===== src/rtl/alu_issue_ctrl.sv =====
// -----------------------------------------------------------------------------
// alu_issue_ctrl
//
// Issue controller sitting in front of a clocked MIPS ALU. Takes one decoded
// instruction at a time over a valid/ready handshake. It maps opcode/funct to
// the 3-bit ALU op and selects operand B (rt register, or the extended
// immediate). It then drives the ALU, waits out the ALU's registered latency,
// captures the result plus a zero flag, and offers them downstream over
// valid/ready. Only one instruction is in flight at a time.
//
// Build option:
//   ILLEGAL_TRAP_EN  When defined, an illegal instruction is accepted but not
//                    issued to the ALU. The block goes straight to DONE with
//                    out_result=0, out_zero=1, out_err=1.
//                    When undefined, an illegal instruction decodes as ADD with
//                    B = rt, and out_err is tied to 0.
//
// Parameters:
//   W        datapath width of operands and result
//   ALU_LAT  edges from the ALU sampling its inputs to its result being stable
//            (minimum 1)
//
// Ports:
//   clk, rst                   clock, synchronous active-high reset
//   in_valid/in_ready          instruction handshake
//   in_opcode, in_funct        MIPS opcode and funct fields
//   in_rs_val, in_rt_val       register operand values
//   in_imm                     16-bit immediate
//   alu_rs, alu_rt, alu_op     registered operands and op to the ALU
//   alu_result                 registered result from the ALU
//   out_valid/out_ready        result handshake
//   out_result, out_zero       captured result and its zero flag
//   out_err                    illegal-instruction flag
// -----------------------------------------------------------------------------
module alu_issue_ctrl #(
  parameter int W       = 32,
  parameter int ALU_LAT = 1
) (
  input  logic         clk,
  input  logic         rst,
  input  logic         in_valid,
  output logic         in_ready,
  input  logic [5:0]   in_opcode,
  input  logic [5:0]   in_funct,
  input  logic [W-1:0] in_rs_val,
  input  logic [W-1:0] in_rt_val,
  input  logic [15:0]  in_imm,
  output logic [W-1:0] alu_rs,
  output logic [W-1:0] alu_rt,
  output logic [2:0]   alu_op,
  input  logic [W-1:0] alu_result,
  output logic         out_valid,
  input  logic         out_ready,
  output logic [W-1:0] out_result,
  output logic         out_zero,
  output logic         out_err
);

  localparam int CNT_W = (ALU_LAT < 2) ? 1 : $clog2(ALU_LAT + 1);

  localparam logic [2:0] OP_AND = 3'b000;
  localparam logic [2:0] OP_OR  = 3'b001;
  localparam logic [2:0] OP_ADD = 3'b010;
  localparam logic [2:0] OP_SUB = 3'b011;
  localparam logic [2:0] OP_SLT = 3'b100;

  typedef enum logic [1:0] {
    S_IDLE  = 2'd0,
    S_ISSUE = 2'd1,
    S_WAIT  = 2'd2,
    S_DONE  = 2'd3
  } state_t;

  state_t             r_state;
  state_t             w_state_nxt;
  logic [CNT_W-1:0]   r_cnt;
  logic [W-1:0]       r_alu_rs;
  logic [W-1:0]       r_alu_rt;
  logic [2:0]         r_alu_op;
  logic [W-1:0]       r_result;
  logic               r_zero;

  logic               w_accept;
  logic               w_trap;
  logic               w_res_done;
  logic [2:0]         w_op;
  logic [W-1:0]       w_b;
  logic signed [15:0] w_imm_s;
  logic signed [W-1:0] w_imm_sx;
  logic [W-1:0]       w_imm_zx;
`ifdef ILLEGAL_TRAP_EN
  logic               w_legal;
  logic               r_err;
`endif

  // Immediate extension: a size cast of a signed value sign-extends.
  assign w_imm_s  = in_imm;
  assign w_imm_sx = W'(w_imm_s);
  assign w_imm_zx = W'(in_imm);

  // Instruction decode. Anything not listed falls back to ADD with B = rt.
  always_comb begin
    w_op = OP_ADD;
    w_b  = in_rt_val;
`ifdef ILLEGAL_TRAP_EN
    w_legal = 1'b1;
`endif
    case (in_opcode)
      6'b000000: begin
        case (in_funct)
          6'b100100: w_op = OP_AND;
          6'b100101: w_op = OP_OR;
          6'b100000: w_op = OP_ADD;
          6'b100010: w_op = OP_SUB;
          6'b101010: w_op = OP_SLT;
          default: begin
`ifdef ILLEGAL_TRAP_EN
            w_legal = 1'b0;
`endif
          end
        endcase
      end
      6'b001000: begin w_op = OP_ADD; w_b = w_imm_sx; end
      6'b001010: begin w_op = OP_SLT; w_b = w_imm_sx; end
      6'b000100: begin w_op = OP_SUB; w_b = in_rt_val; end
      6'b001100: begin w_op = OP_AND; w_b = w_imm_zx; end
      6'b001101: begin w_op = OP_OR;  w_b = w_imm_zx; end
      default: begin
`ifdef ILLEGAL_TRAP_EN
        w_legal = 1'b0;
`endif
      end
    endcase
  end

`ifdef ILLEGAL_TRAP_EN
  assign w_trap = ~w_legal;
`else
  assign w_trap = 1'b0;
`endif

  // rst gates in_ready so nothing is accepted on the reset edge.
  assign in_ready   = (r_state == S_IDLE) && !rst;
  assign w_accept   = in_valid && in_ready;
  // The counter hits zero on this edge.
  assign w_res_done = (r_state == S_WAIT) && (r_cnt <= CNT_W'(1));

  // State register
  always_ff @(posedge clk) begin
    if (rst) begin
      r_state <= S_IDLE;
    end else begin
      r_state <= w_state_nxt;
    end
  end

  // Next-state logic
  always_comb begin
    w_state_nxt = r_state;
    unique case (r_state)
      S_IDLE: begin
        if (w_accept) begin
          w_state_nxt = w_trap ? S_DONE : S_ISSUE;
        end
      end
      S_ISSUE: w_state_nxt = S_WAIT;
      S_WAIT: begin
        if (w_res_done) begin
          w_state_nxt = S_DONE;
        end
      end
      S_DONE: begin
        if (out_ready) begin
          w_state_nxt = S_IDLE;
        end
      end
      default: w_state_nxt = S_IDLE;
    endcase
  end

  // Stage 0: ALU operands latched on accept. They are held until the next
  // issued instruction, so they stay stable while out_valid is high.
  always_ff @(posedge clk) begin
    if (rst) begin
      r_alu_rs <= '0;
      r_alu_rt <= '0;
      r_alu_op <= OP_ADD;
    end else if (w_accept && !w_trap) begin
      r_alu_rs <= in_rs_val;
      r_alu_rt <= w_b;
      r_alu_op <= w_op;
    end
  end

  // Latency counter: loaded in ISSUE (the edge where the ALU samples),
  // then it counts down in WAIT.
  always_ff @(posedge clk) begin
    if (rst) begin
      r_cnt <= '0;
    end else if (r_state == S_ISSUE) begin
      r_cnt <= CNT_W'(ALU_LAT);
    end else if (r_state == S_WAIT) begin
      r_cnt <= r_cnt - CNT_W'(1);
    end
  end

  // Stage 1: result capture. A trapped instruction loads the fixed error
  // response on the accept edge instead.
  always_ff @(posedge clk) begin
    if (rst) begin
      r_result <= '0;
      r_zero   <= 1'b0;
    end else if (w_accept && w_trap) begin
      r_result <= '0;
      r_zero   <= 1'b1;
    end else if (w_res_done) begin
      r_result <= alu_result;
      r_zero   <= (alu_result == '0);
    end
  end

`ifdef ILLEGAL_TRAP_EN
  always_ff @(posedge clk) begin
    if (rst) begin
      r_err <= 1'b0;
    end else if (w_accept) begin
      r_err <= w_trap;
    end
  end
  assign out_err = r_err;
`else
  assign out_err = 1'b0;
`endif

  assign alu_rs     = r_alu_rs;
  assign alu_rt     = r_alu_rt;
  assign alu_op     = r_alu_op;
  assign out_valid  = (r_state == S_DONE);
  assign out_result = r_result;
  assign out_zero   = r_zero;

endmodule


===== config.mk =====
export PLATFORM = sky130hd
export DESIGN_NAME = alu_issue_ctrl
export DESIGN_NICKNAME = d
export VERILOG_FILES = /design/src/rtl/alu_issue_ctrl.sv
export SDC_FILE = /design/constraint.sdc
export NUM_CORES = 1
export LEC_CHECK = 0
export BUFFER_PORTS_ARGS = -buffer_cell sky130_fd_sc_hd__clkbuf_2
export CAP_MARGIN = 40
export CORE_MARGIN = 3
export CORE_UTILIZATION = 47
export CTS_CLUSTER_DIAMETER = 50
export DETAILED_ROUTE_END_ITERATION = 8
export GPL_TIMING_DRIVEN = 0
export PLACE_DENSITY = 0.83
export REMOVE_ABC_BUFFERS = 1
export SYNTH_ARGS = -nofsm -noshare
export SYNTH_HDL_FRONTEND = slang
export SYNTH_SLANG_ARGS = --single-unit
export TNS_END_PERCENT = 50

===== constraint.sdc =====
create_clock -name clk -period 3.7 [get_ports clk]
set_clock_uncertainty 0.2 [all_clocks]
set_input_delay 0.37 -clock clk [delete_from_list [all_inputs] [get_ports clk]]
set_output_delay 0.37 -clock clk [all_outputs]
set_load 0.01 [all_outputs]

==> results_dict.tcl, run 1 <==
set metrics [dict create \
    via_per_inst 5.194 \
    tns_ns 0 \
    core_sq_mm 0.008217 \
    max_freq_ghz 0.3535 \
    synth-xor-area-share_pct 0.2192 \
    seq_power_share_pct 44.4 \
    hp-class "in -> reg" \
    path_max_fanout 42 \
    clockBufferDepth 2 \
    drt_iter0_drc 114 \
    synth_adder_area_share_pct 1.252 \
    status "complete, no violations" \
    relSlewSlack_pct 40.57 \
    ys.flop_type "dfxtp_1" \
    layout_commonest_cell "clkbuf_2" \
    cts_tree "built" \
    hold_buffers 28 \
    grt_max_degree 43 \
    synthArstFlopShare_pct 0 \
    drc 0 \
    setup_ws_ns 0.8709 \
    tightest_slew_ns 0.8887 \
    muxShareOfSynthArea_pct 12.52 \
    n_fill_cell 640 \
    multi_input_area_sq_mm 0.001804 \
    dp_slack_ns 0.4857 \
    area_growth_pct 44.43 \
    layout_min_cycle_time_ns 2.829 \
    grt_pass1_wl_mm 19.42 \
    htreeDepth 3 \
    regArea_sq_mm 0.002042 \
    via_count 4186 \
    fp-row-count 33 \
    cts_sinks 102 \
    avgSynthCellArea_sq_um 8.764 \
    grt_pass1_vias 4107 \
    yosys.area_share.simple_pct 22.54 \
    final_cell_area_sq_mm 0.005772 \
    min_period_over_period_pct 76.46 \
    synth-seq-area-share_pct 51.10 \
    drive_gt1_share_pct 36.66 \
    initial_core_util_pct 48.64 \
    io_pins 231 \
    routed_wl_mm 12.17 \
    place_congestion 0.9106 \
    postSynthCellCount 456 \
    fin_cells 806 \
    cts.clk_slew.worst_paths_ns 0.10 \
    synth_area_sq_mm 0.003996 \
    rsz0062_at_grt "no" \
    io_buffer_count 229 \
    wl_per_cell_um 15.10 \
    leakage_nw 2.930 \
    sw_frac_of_total_pct 33.16 \
    grtUsageTotal_pct 24.60 \
    crit_arrival_ns 2.87 \
    critPathKind "in -> reg" \
    diodes 0 \
    die_area_sq_mm 0.009645 \
    final_antenna_net_count 0 \
    cp-end-kind "flip-flop" \
    synth-seq-cells 102 \
    cp_data_required_time_ns 3.74 \
    start_kind "input pin" \
    finalMaxSlewViolations 0 \
    synth_compound_area_share_pct 8.297 \
    peakVddDrop_v 0.0003275 \
    internal-power_mw 2.234 \
    cts-buffers-inserted 9 \
    cts_resized 0 \
    yosysWarnings 0 \
    cts_setup_buffers 0 \
    first_pass_iters 4 \
    clk_latency_ns 0.34 \
    grt-ovfl-total 0 \
    ys_types 36 \
    maxCapViolCount 0 \
    place.detailed.hpwl_mm 9.058 \
    synth_edf_count 0 \
    power_frac_clock_pct 22.6 \
    p_total_mw 3.343 \
    synth_top_family_by_area "simple AND/OR/NAND/NOR gates" \
    layout_common_cells "clkbuf_2 (229), dfxtp_1 (102), nand2_1 (83)" \
    postPlaceCellArea_sq_mm 0.005273 \
    fin_nets 829 \
    cts-root-buf "clkbuf_8" \
    finalHoldViolations 0 \
    grt_antenna_before_repair 0 \
    setup_viol 0 \
    dp.cells 763 \
    die_h_um 98.21 \
    share_comb_of_total_power_pct 33.0 \
    power.density_mw_per_mm2 579.1 \
    switchingPower_mw 1.108 \
    die_x_um 98.21 \
]
==> state kept, by name, indices dropped and copies added, names as in the netlist <==
register and flops:
out_zero 1, alu_rs 32, r_state 2, out_result 32, alu_op 3, alu_rt 32
==> cell type report <==
| cell class | instances | share of cell area (%) |
|---|---|---|
| clock inverter | 5 | 1.409 |
| tap | 105 | 2.276 |
| sequential | 102 | 35.38 |
| timing repair buffer | 264 | 27.10 |
| inverter | 3 | 0.1951 |
| multi-input combinational | 317 | 31.26 |
| clock buffer | 10 | 2.385 |
==> worst paths after layout <==
kind / end / cells after the start / slack [ns] / start
hold / removal: alu_rs[31] / 3 / 0.02 / in_rs_val[31]
setup reg to reg: alu_rt[19] / 6 / 0.89 / r_state[0]
hold reg to reg: alu_op[0] / 2 / 0.26 / alu_op[0]
setup / recovery: alu_rt[19] / 5 / 0.87 / rst
==> Yosys cell counts (2+ instances only) <==
cell type / count / area, sq um
a211oi_1: 3 / 22.52
a21oi_1: 35 / 175.2
buf_1: 5 / 18.77
buf_2: 7 / 35.03
buf_4: 3 / 22.52
clkbuf_1: 19 / 71.32
dfxtp_1: 102 / 2042
ha_1: 4 / 50.05
inv_1: 2 / 7.510
mux2i_1: 50 / 500.5
nand2_1: 83 / 311.6
nand2b_1: 2 / 12.51
nand3_1: 51 / 255.2
nand3b_1: 2 / 15.01
nor2_1: 41 / 153.9
nor2b_1: 2 / 12.51
nor4_1: 8 / 50.05
o21ai_0: 16 / 80.08
or3b_2: 2 / 17.52
or4_1: 3 / 22.52
==> through the flow <==
| stage | hold slack (ns) | utilization [%] |
|---|---|---|
| final | 0.01620 | 70.25 |
| after global routing | 0.02399 | 70.25 |
| after CTS | 0.0001056 | 70.25 |
| after detailed placement | 0.2422 | 64.17 |
| after global placement | 0.2395 | 62.39 |
| after floorplan | 0.2424 | - |
==> power by group through the flow <==
stage | combinational [mW] | clock [mW] | sequential (mW)
2_1_floorplan | 0.468 | 0 | 1.60
3_3_place_gp | 1.01 | 0 | 1.48
3_5_place_dp | 1.08 | 0 | 1.50
4_1_cts | 1.11 | 0.776 | 1.48
5_1_grt | 1.21 | 0.813 | 1.51
6_report | 1.10 | 0.756 | 1.49
==> logic make-up after synthesis <==
group	after synthesis
and+or+nand+nor	200
DFF	102
AOI/OAI and AO/OA	61
muxes	50
buffers and inverters	37
adders and majority gates	4
other	1
xor gates and xnor gates	1
==> critical path, cell delays in order <==
cell,delay (ns)
clkbuf_2,0.44
nand3b_1,0.86
a31oi_1,0.83
buf_4,0.29
a21oi_1,0.08
==> routing by layer <==
layer | track usage, % | wire (um) | vias up
met3 | 7.286 | 1130 | 26
met4 | 10.08 | 317 | 0
met1 | 26.87 | 4576 | 1905
li1 | - | - | 2043
met2 | 44.40 | 6148 | 212
met5 | 0 | 0 | -
(Power assumes the default switching activity.)
==> inputs of run 2 (changes only) <==
Settings changed: CORE_UTILIZATION 47 to 39, PLACE_DENSITY 0.83 to 0.73.
Clock period 3.7 ns to 2.5 ns, I/O delays scaled along.
==> run 2 against run 1 <==
Compared with the run above: final area increased by 15%; final cell count is 14% higher; global-route usage is 0.57 points higher; hold slack improved by 0.022 ns; setup slack lost 0.75 ns; clock power grew 44%; routed wire length is 19% higher; non-clock buffer count is 84 higher; register-to-register slack got worse by 0.75 ns; core utilization shrank 2.8 points; sequential power increased by 48%; critical path type unchanged.
==> results_dict.tcl, run 2 (synthesized netlist as in run 1, its figures left out) <==
set metrics [dict create \
    status "complete, no violations" \
    multi_input_area_sq_mm 0.001837 \
    crit_path_top_delay_cell "dlygate4sd3_1" \
    start_kind "input pin" \
    hold_path_depth 3 \
    cp-end-kind "flip-flop" \
    layout_min_cycle_time_ns 2.379 \
    regArea_sq_mm 0.002042 \
    grt_max_degree 43 \
    layout_common_cells "clkbuf_2 (229), dlygate4sd3_1 (109), dfxtp_1 (102)" \
    fp-row-count 36 \
    critPathKind "in -> reg" \
    routed_wl_mm 14.54 \
    tns_ns 0 \
    fin_nets 913 \
    r2r_slack_ns 0.14 \
    fin_cells 918 \
    cts.clk_slew.worst_paths_ns 0.09 \
    dp.cells 791 \
    ff2ff_path_depth 6 \
    htreeDepth 3 \
    die_area_sq_mm 0.01150 \
    path_cells "dlygate4sd3_1 > clkbuf_2 > nor2_2 > nand3_4 > buf_16 > mux2i_1 > dlygate4sd3_1 > o21ai_0" \
    wl_per_cell_um 15.84 \
    io_buffer_count 229 \
    grt_pass1_vias 4740 \
    grt_pass1_wl_mm 23.20 \
    tightest_slew_ns 0.8255 \
    n_fill_cell 723 \
    area_growth_pct 66.47 \
    power.density_mw_per_mm2 766.1 \
    path_max_fanout 24 \
    cp_data_required_time_ns 2.56 \
    hp-class "in -> reg" \
    core_sq_mm 0.009864 \
    cts-buffers-inserted 9 \
    first_pass_iters 5 \
    post-route-util_pct 67.44 \
    max_freq_ghz 0.4204 \
    die_x_um 107.2 \
    io_pins 231 \
    grtUsageTotal_pct 25.18 \
    layout_commonest_cell "clkbuf_2" \
    critPathMaxStageDelay_ns 0.57 \
    grt-ovfl-total 0 \
    clk_latency_ns 0.35 \
    maxCapViolCount 0 \
    cpMostUsedCell "dlygate4sd3_1" \
    setup_viol 0 \
    place_congestion 0.7716 \
    diodes 0 \
    via_per_inst 5.024 \
    cts_tree "built" \
    dp_slack_ns -0.6345 \
    min_to "alu_rt[15]" \
    clockBufferDepth 2 \
    initial_core_util_pct 40.51 \
    peakVddDrop_v 0.0004229 \
    rsz0062_at_grt "yes" \
    final_antenna_net_count 0 \
    finalHoldViolations 0 \
    crit_arrival_ns 2.44 \
    hold_start "in_imm[15]" \
    rr_startpoint "r_state[0]" \
    relSlewSlack_pct 44.97 \
    final_cell_area_sq_mm 0.006653 \
    drt_iter0_drc 303 \
    postPlaceCellArea_sq_mm 0.005303 \
    setup_ws_ns 0.1211 \
    place.detailed.hpwl_mm 8.721 \
    r2r_end "alu_op[2]" \
    cts_sinks 102 \
    finalMaxSlewViolations 0 \
    drc 0 \
    cts-root-buf "clkbuf_8" \
    drive_gt1_share_pct 33.25 \
    min_period_over_period_pct 95.15 \
    via_count 4612 \
    grt_antenna_before_repair 0 \
    leakage_nw 3.270 \
    die_h_um 107.2 \
]
## run 2: changes by cell type in the layout (fill, tap and decap cells not counted), sizes merged
cell	change
inv	-1
buf	+3
dlygate4sd3	+81
clkbuf	+1
## run 2: worst max-delay path: cells and delay by family
kind / cells / cell delay, ns
buf+inv: 4 / 1.46
simple gates: 2 / 0.35
compound gates: 1 / 0.22
mux: 1 / 0.13
## run 2: worst max-delay path by stage
| stage | startpoint | to | slack, ns | depth (start not counted) |
|---|---|---|---|---|
| floorplan | r_state[0] | alu_rt[16] | -0.76 | 5 |
| global placement | rst | alu_rt[19] | -2.42 | 4 |
| detailed placement | rst | alu_rt[19] | -0.63 | 5 |
| CTS | r_state[0] | out_zero | 0.07 | 7 |
| global route | r_state[0] | alu_op[2] | -0.0003 | 6 |
| finish | in_opcode[4] | alu_rt[10] | 0.12 | 8 |
## run 2: repair_timing
| item | 4_1_cts | 5_1_grt |
|---|---|---|
| gates cloned | 0 | 0 |
| resized for setup | 1 | 4 |
| endpoints found under the setup margin | 16 | 8 |
| buffers inserted | 3 | 0 |
| pin swaps | 1 | 1 |
| hold buffers | 109 | 0 |
| hold endpoints to repair | 96 | 0 |
## run 2: per-layer routing
metal	GRT usage, %	vias to the layer above	share of wire, %
met3	8.910	36	11
met1	28.68	2105	38
met5	0	-	0
met4	10.05	0	2.5
li1	-	2207	-
met2	42.85	264	48
## run 2: final cells by class
type / instances / area share [%]
flip-flops and latches: 102 / 30.69
repair buffers: 348 / 35.96
clock inverters: 4 / 1.091
inverters: 3 / 0.1693
well taps: 133 / 2.501
multi-input cells: 317 / 27.61
clock buffers: 11 / 1.975
## run 2: report_power, final
part,internal (mW),switching [mW],total [mW]
combinational,0.825,0.969,1.79
sequential,1.99,0.215,2.21
clock,0.558,0.536,1.09
## run 2: stage by stage
step / power [mW] / hold WS (ns)
finish: 5.097 / 0.03773
global placement: 3.688 / 0.2339
detailed placement: 3.800 / 0.2404
floorplan: 3.063 / 0.1224
CTS: 5.043 / 0.005162
global route: 5.401 / 0.006344
==> inputs of run 3 (changes only) <==
Settings changed: SETUP_SLACK_MARGIN set to 0.15.
==> run 3 against run 2 <==
Compared with the run above: final area is 0.45% higher; hold slack got worse by 0.0030 ns; register-to-register slack improved by 0.13 ns; count of clock-buffer cells in the layout stayed put; via count increased by 0.46%; power up 0.96%; combinational power grew 3%; critical path depth is 2 lower; largest cell class unchanged.
==> results_dict.tcl, run 3 (synthesized netlist as in run 1, its figures left out) <==
set metrics [dict create \
    n_fill_cell 720 \
    drc 0 \
    crit_arrival_ns 2.27 \
    grt_max_degree 43 \
    initial_core_util_pct 40.51 \
    via_count 4633 \
    layout_common_cells "clkbuf_2 (229), dlygate4sd3_1 (109), dfxtp_1 (102)" \
    min_to "alu_op[2]" \
    die_h_um 107.2 \
    relSlewSlack_pct 42.46 \
    hp-class "in -> reg" \
    grt-ovfl-total 0 \
    grtUsageTotal_pct 24.94 \
    io_pins 231 \
    finalMaxSlewViolations 0 \
    cts_sinks 102 \
    leakage_nw 3.294 \
    cts-buffers-inserted 9 \
    rsz0062_at_grt "yes" \
    grt_antenna_before_repair 0 \
    io_buffer_count 229 \
    via_per_inst 5.020 \
    cts-root-buf "clkbuf_8" \
    r2r_end "alu_op[2]" \
    grt_pass1_wl_mm 23.02 \
    ff2ff_path_depth 6 \
    final_antenna_net_count 0 \
    layout_min_cycle_time_ns 2.227 \
    grt_pass1_vias 4706 \
    power.density_mw_per_mm2 770.0 \
    cts.clk_slew.worst_paths_ns 0.09 \
    tns_ns 0 \
    wl_met3_mm 1.551 \
    die_area_sq_mm 0.01150 \
    cp-end-kind "flip-flop" \
    finalHoldViolations 0 \
    core_sq_mm 0.009864 \
    fin_nets 918 \
    wl_per_cell_um 15.92 \
    cts_tree "built" \
    place_congestion 0.7716 \
    htreeDepth 3 \
    wl_met2_mm 7.152 \
    first_pass_iters 6 \
    tightest_slew_ns 0.8632 \
    place.detailed.hpwl_mm 8.721 \
    clockBufferDepth 2 \
    clk_latency_ns 0.35 \
    path_max_fanout 27 \
    cp_data_required_time_ns 2.54 \
    m1WireLength_mm 5.655 \
    fp-row-count 36 \
    r2r_slack_ns 0.27 \
    diodes 0 \
    die_x_um 107.2 \
    routed_wl_mm 14.70 \
    hold_path_depth 2 \
    layout_commonest_cell "clkbuf_2" \
    maxCapViolCount 0 \
    max_freq_ghz 0.4490 \
    p_total_mw 5.146 \
    rr_startpoint "r_state[0]" \
    drive_gt1_share_pct 33.54 \
    area_growth_pct 67.22 \
    start_kind "flip-flop" \
    peakVddDrop_v 0.0004260 \
    critical_path.startpoint "r_state[0]" \
    hold_start "in_opcode[2]" \
    status "complete, no violations" \
    dr.max_layer_used "met4" \
    critPathKind "reg -> reg" \
    setup_viol 0 \
    min_period_over_period_pct 89.08 \
    drt_iter0_drc 321 \
]
run 3: power breakdown:
| part | switching [mW] | internal, mW |
|---|---|---|
| Sequential | 0.217 | 1.99 |
| Combinational | 0.981 | 0.858 |
| Clock | 0.538 | 0.559 |
run 3: timing repair:
item,CTS,global route
hold endpoints to repair,96,0
buffers inserted,3,5
resized for setup,1,3
setup endpoints to repair,19,2
pin swaps,1,0
hold buffers,109,0
run 3: final cells by class:
class                      instances  area [sq um]  share of cell area (%)
clock inverter                     4         72.57                   1.086
inverter                           3         11.26                  0.1685
tap                              133         166.4                   2.490
sequential                       102          2042                   30.56
timing repair buffer             353          2430                   36.36
clock buffer                      11         131.4                   1.966
multi-input combinational        317          1829                   27.37
run 3: metrics by stage:
| step | setup WS, ns | util, % | cell area (sq um) | hold slack (ns) | instances |
|---|---|---|---|---|---|
| floorplan | -0.7609 | - | 3849 | 0.1224 | 422 |
| global placement | -2.421 | 52.32 | 5161 | 0.2339 | 784 |
| detailed placement | -0.6345 | 53.75 | 5303 | 0.2404 | 791 |
| CTS | 0.06658 | 67.17 | 6626 | 0.005162 | 918 |
| global route | 0.1324 | 67.74 | 6683 | 0.005319 | 923 |
| finish | 0.2730 | 67.74 | 6683 | 0.03473 | 923 |
run 3: worst max-delay path by stage:
stage,end,slack [ns],cells after the start
finish,alu_op[2],0.27,6
global route,alu_op[2],0.13,6
CTS,out_zero,0.07,7
floorplan,alu_rt[16],-0.76,5
global placement,alu_rt[19],-2.42,4
detailed placement,alu_rt[19],-0.63,5
run 3: critical path, stage by stage (launching register included):
cell	delay, ns
dfxtp_1	0.33
inv_1	0.15
ha_1	0.24
and3b_4	0.44
buf_16	0.22
o2111ai_1	0.18
o41ai_1	0.35
run 3: metal layers:
| layer | global-route usage, % | vias up |
|---|---|---|
| li1 | - | 2211 |
| met1 | 28.57 | 2126 |
| met2 | 42.36 | 261 |
| met3 | 8.850 | 35 |
| met4 | 9.680 | 0 |
| met5 | 0 | - |
